===== src/rtl/drum_word_addr_sync.sv =====
// Word-frame synchroniser for the drum timing tracks: locks bit position to the Z2
// long mark and assembles/compares the serial word address carried on Z3.
module drum_word_addr_sync #(
  parameter int WORD_BITS   = 40,
  parameter int ADR_BITS    = 7,
  parameter int MARK_BIT    = 31,
  parameter int ADR_START   = 32,
  parameter int MIN_LOW     = 8,
  parameter int LOCK_FRAMES = 2
) (
  input  logic                Z1,
  input  logic                _W2,
  input  logic                Z2,
  input  logic                Z3,
  input  logic [ADR_BITS-1:0] TGT,
  output logic [5:0]          BITNO,
  output logic                LOCK,
  output logic [ADR_BITS-1:0] ADR,
  output logic                ADR_STB,
  output logic                MATCH,
  output logic                SYNC_ERR,
  output logic                SEQ_ERR
);

  localparam int LW = $clog2(MIN_LOW + 1);
  localparam int GW = $clog2(LOCK_FRAMES + 1);

  localparam logic [5:0]          WORD_LAST = 6'(WORD_BITS - 1);
  localparam logic [5:0]          MARK_B    = 6'(MARK_BIT);
  localparam logic [5:0]          MARK_NEXT = 6'(MARK_BIT + 1);
  localparam logic [5:0]          ADR_FIRST = 6'(ADR_START);
  localparam logic [5:0]          ADR_LAST  = 6'(ADR_START + ADR_BITS - 1);
  localparam logic [LW-1:0]       MIN_LOW_C = LW'(MIN_LOW);
  localparam logic [LW-1:0]       LOW_ONE   = LW'(1);
  localparam logic [GW-1:0]       LOCK_C    = GW'(LOCK_FRAMES);
  localparam logic [GW-1:0]       GOOD_ONE  = GW'(1);
  localparam logic [ADR_BITS-1:0] ADR_ONE   = ADR_BITS'(1);

  typedef enum logic [1:0] {
    HUNT   = 2'd0,
    ALIGN  = 2'd1,
    LOCKED = 2'd2
  } state_t;

  state_t              state_r, state_s;
  logic [5:0]          bitno_r, bitno_s;
  logic [LW-1:0]       lowrun_r, lowrun_s;
  logic                z2_prev_r;
  logic [GW-1:0]       good_r, good_s, good_inc_s;
  logic [ADR_BITS-1:0] shift_r, shift_s, asm_s;
  logic [ADR_BITS-1:0] adr_r, adr_s;
  logic                lock_r, lock_s;
  logic                stb_r, stb_s;
  logic                match_r, match_s;
  logic                sync_r, sync_s;
  logic                seq_r, seq_s;
  logic                pv_r, pv_s;
  logic                mark_s, at_mark_s, in_adr_s;

  assign mark_s     = Z2 && !z2_prev_r && (lowrun_r >= MIN_LOW_C);
  assign at_mark_s  = (bitno_r == MARK_B);
  assign in_adr_s   = (bitno_r >= ADR_FIRST) && (bitno_r <= ADR_LAST);
  assign asm_s      = {Z3, shift_r[ADR_BITS-1:1]};
  assign good_inc_s = good_r + GOOD_ONE;

  // Next-state, frame tracking and address capture
  always_comb begin
    state_s  = state_r;
    bitno_s  = (bitno_r == WORD_LAST) ? 6'd0 : bitno_r + 6'd1;
    good_s   = good_r;
    lock_s   = lock_r;
    adr_s    = adr_r;
    match_s  = match_r;
    pv_s     = pv_r;
    stb_s    = 1'b0;
    sync_s   = 1'b0;
    seq_s    = 1'b0;

    if (Z2) begin
      lowrun_s = {LW{1'b0}};
    end else if (lowrun_r < MIN_LOW_C) begin
      lowrun_s = lowrun_r + LOW_ONE;
    end else begin
      lowrun_s = lowrun_r;
    end

    if (bitno_r == 6'd0) begin
      shift_s = {ADR_BITS{1'b0}};
    end else begin
      shift_s = shift_r;
    end

    case (state_r)
      HUNT: begin
        lock_s = 1'b0;
        if (mark_s) begin
          state_s = ALIGN;
          bitno_s = MARK_NEXT;
          good_s  = GOOD_ONE;
        end else begin
          state_s = HUNT;
        end
      end
      ALIGN: begin
        if (at_mark_s && mark_s) begin
          good_s = good_inc_s;
          if (good_inc_s >= LOCK_C) begin
            state_s = LOCKED;
            lock_s  = 1'b1;
          end else begin
            state_s = ALIGN;
          end
        end else if (at_mark_s) begin
          state_s = HUNT;
          good_s  = {GW{1'b0}};
        end else begin
          state_s = ALIGN;
        end
      end
      LOCKED: begin
        // Only the mark position is checked; stray marks elsewhere are ignored
        if (at_mark_s && !mark_s) begin
          state_s = HUNT;
          lock_s  = 1'b0;
          sync_s  = 1'b1;
          pv_s    = 1'b0;
          good_s  = {GW{1'b0}};
        end else begin
          state_s = LOCKED;
        end
      end
      default: begin
        state_s = HUNT;
        lock_s  = 1'b0;
        good_s  = {GW{1'b0}};
      end
    endcase

    if ((state_r != HUNT) && in_adr_s) begin
      shift_s = asm_s;
      if ((bitno_r == ADR_LAST) && lock_r) begin
        adr_s   = asm_s;
        stb_s   = 1'b1;
        match_s = (asm_s == TGT);
        seq_s   = pv_r && (asm_s != (adr_r + ADR_ONE));
        pv_s    = 1'b1;
      end else begin
        adr_s = adr_r;
      end
    end else begin
      shift_s = shift_s;
    end
  end

  // State and output registers, cleared asynchronously by master clear
  always_ff @(posedge Z1 or negedge _W2) begin
    if (!_W2) begin
      state_r   <= HUNT;
      bitno_r   <= 6'd0;
      lowrun_r  <= {LW{1'b0}};
      z2_prev_r <= 1'b0;
      good_r    <= {GW{1'b0}};
      shift_r   <= {ADR_BITS{1'b0}};
      adr_r     <= {ADR_BITS{1'b0}};
      lock_r    <= 1'b0;
      stb_r     <= 1'b0;
      match_r   <= 1'b0;
      sync_r    <= 1'b0;
      seq_r     <= 1'b0;
      pv_r      <= 1'b0;
    end else begin
      state_r   <= state_s;
      bitno_r   <= bitno_s;
      lowrun_r  <= lowrun_s;
      z2_prev_r <= Z2;
      good_r    <= good_s;
      shift_r   <= shift_s;
      adr_r     <= adr_s;
      lock_r    <= lock_s;
      stb_r     <= stb_s;
      match_r   <= match_s;
      sync_r    <= sync_s;
      seq_r     <= seq_s;
      pv_r      <= pv_s;
    end
  end

  assign BITNO    = bitno_r;
  assign LOCK     = lock_r;
  assign ADR      = adr_r;
  assign ADR_STB  = stb_r;
  assign MATCH    = match_r;
  assign SYNC_ERR = sync_r;
  assign SEQ_ERR  = seq_r;

endmodule


===== config.mk =====
export PLATFORM = sky130hd
export DESIGN_NAME = drum_word_addr_sync
export DESIGN_NICKNAME = d
export VERILOG_FILES = /design/src/rtl/drum_word_addr_sync.sv
export SDC_FILE = /design/constraint.sdc
export NUM_CORES = 1
export LEC_CHECK = 0
export ABC_AREA = 1
export CAP_MARGIN = 20
export CORE_MARGIN = 1.5
export CORE_UTILIZATION = 45
export CTS_CLUSTER_DIAMETER = 100
export DETAILED_ROUTE_END_ITERATION = 10
export PLACE_DENSITY = 0.71
export SETUP_SLACK_MARGIN = 0.2
export SYNTH_ARGS = -nofsm -noshare
export SYNTH_HDL_FRONTEND = slang
export SYNTH_SLANG_ARGS = --single-unit

===== constraint.sdc =====
create_clock -name Z1 -period 1.4 [get_ports Z1]
set_input_delay 0.14 -clock Z1 [delete_from_list [all_inputs] [get_ports Z1]]
set_output_delay 0.14 -clock Z1 [all_outputs]
set_load 0.03 [all_outputs]

==> reports/qor.csv <==
metric;value;unit
grt_pass1_vias;1611;
start_util;47.61;%
skew;0.009835;ns
setup_viol;0;
syn_nets;264;
leakage;1.423;nW
whs;0.2110;ns
grt_max_degree;35;
fin_setup_tns;0;ns
cts_buffer_depth;2;
placed_cells;331;
die_h;68.76;um
synth_cell_types;29;
htree_levels;2;
drt_first_iter_violations;135;
worst_slack;0.05686;ns
io_buffers;28;
layout_common_cells;nand2_1 (47), inv_1 (38), buf_4 (25);
slew_headroom;74.18;%
first_pass_iters;4;
antenna_left;0;
antennaDiodeCount;0;
mostFrequentLayoutCell;nand2_1;
p_total;2.555;mW
routed_wl;4.590;mm
ys_seq_area_share;43.73;%
grt_usage;20.67;%
ir_worst_vdd;0.6086;mV
die_x;68.76;um
dieArea;0.004727;mm2
stdcell_area;0.002845;mm2
path_max_fanout;4;
ys_seq_elements;34;
max_slew.worst_pin.slew;0.3858;ns
gp_congestion;0.8942;
drive_above_1_share;38.41;%
fp-row-count;23;
cts_tree;yes;
cts_root_buf;clkbuf_8;
netlist_area;0.001946;mm2
rsz0062_at_grt;yes;
layout.nets;330;
timing.rr.start;BITNO[1]$_DFF_PN0_;
crit_arrival;1.52;ns
p_per_area;898.1;mW/mm2
hold_violations;0;
syn_area_per_cell;7.845;um2
drt_drc_violations_left;0;
status;finished, final reports clean;
cp.required;1.57;ns
period_share;95.94;%
syn_inst;248;
hp-class;in2async;
numCtsBuffers;5;
hpwl;2.809;mm
fin_util;69.63;%
clk_pin_slew_worst_paths;0.07;ns
clock_latency;0.29;ns
viasPerCell;4.847;
overflow;0;
max_freq;744.5;MHz
cp-end-kind;flip-flop;
pin_count;29;
drv_cap;0;
grt_pass1_wl;7.113;mm
post_dp_cell_area;0.002402;mm2
antenna_found_initial;0;
clock_sinks;34;
synthToLayoutAreaGrowth;46.24;%
worstSetupPathType;reg2reg;
worstSetupStartpoint;BITNO[1]$_DFF_PN0_;
min_period;1.343;ns
vias;1769;
drv_slew;0;
pre_cts_ws;-0.01103;ns
wl_per_cell;12.58;um
cp-start-kind;flip-flop;
final_cell_count_no_fill;365;
coreArea;0.004086;mm2
ys_warn_count;0;
==> power by group <==
group	switching (mW)	internal, mW
logic	0.401	0.343
registers	0.0617	1.04
clock network	0.352	0.353
total	0.815	1.74
==> path summary, 6_finish.rpt <==
kind | end | slack (ns) | depth (start not counted)
worst min register to register | good_r[1]$_DFFE_PN0P_ | 0.50 | 2
worst max-delay path | pv_r$_DFF_PN0_ | 0.06 | 7
worst max register to register | pv_r$_DFF_PN0_ | 0.06 | 7
worst min-delay path | LOCK$_DFFE_PN0P_ | 0.21 | 2
max in group asynchronous | ADR[1]$_DFFE_PN0P_ | 0.98 | 2
min in group Z1 | z2_prev_r$_DFF_PN0_ | 0.45 | 2
==> flip-flops by register name, indices dropped and copies added, names as in the netlist <==
signal and count:
z2_prev_r 1, SYNC_ERR 1, SEQ_ERR 1, ADR 7, state_r 2, pv_r 1
shift_r 6, ADR_STB 1, BITNO 6, LOCK 1, lowrun_r 4, good_r 2
MATCH 1
==> critical path: stages (launching register included) <==
cell,delay (ns)
dfrtp_2,0.42
ha_4,0.16
nand3_4,0.07
nor2_4,0.15
nand2_4,0.09
buf_6,0.13
o21ai_4,0.13
nand2_2,0.06
==> layout make-up <==
cell class	instances	area, um2
clock buffers	8	80.08
flip-flops and latches	34	863.3
multi-input cells	167	1100
fillers	329	1241
repair buffers	61	553.0
inverters	45	186.4
well taps	50	62.56
==> routing by layer <==
layer  routed length (um)  up-vias  GRT usage (%)  part of all wire, %
met4                   97        0          6.373                  2.1
met3                  234       10          6.169                  5.1
li1                     -      903              -                    -
met2                 2193       41          32.93                   48
met1                 2064      815          27.01                   45
met5                    0        -              0                    0
==> repair_timing <==
action	4_1_cts	5_1_grt
pin swaps	10	18
cloned	2	0
hold buffers	0	0
hold endpoints to repair	0	0
endpoints found under the setup margin	38	36
resized for setup	60	71
buffers inserted	15	9
==> cell usage after synthesis, drive strengths merged <==
cell,count,area [um2]
a21oi,6,37.54
and3,1,6.260
buf,2,26.27
clkinv,1,5.000
dfrtp,34,850.8
ha,5,62.56
inv,44,165.2
nand2,68,275.3
nand3,21,110.1
nand4,2,27.53
nor2,24,116.4
nor3,4,20.02
o21ai,24,142.6
o22ai,1,6.260
or2,1,6.260
xnor2,4,35.03
xor2,6,52.55
==> logic make-up after synthesis <==
family	synth area share, %
buffers and inverters	10.10
AOI/OAI and AO/OA	9.582
adders and majority gates	3.215
xor gates and xnor gates	4.501
and+or+nand+nor	28.88
DFF	43.73
Note: power is estimated with default switching activity, not from simulation.
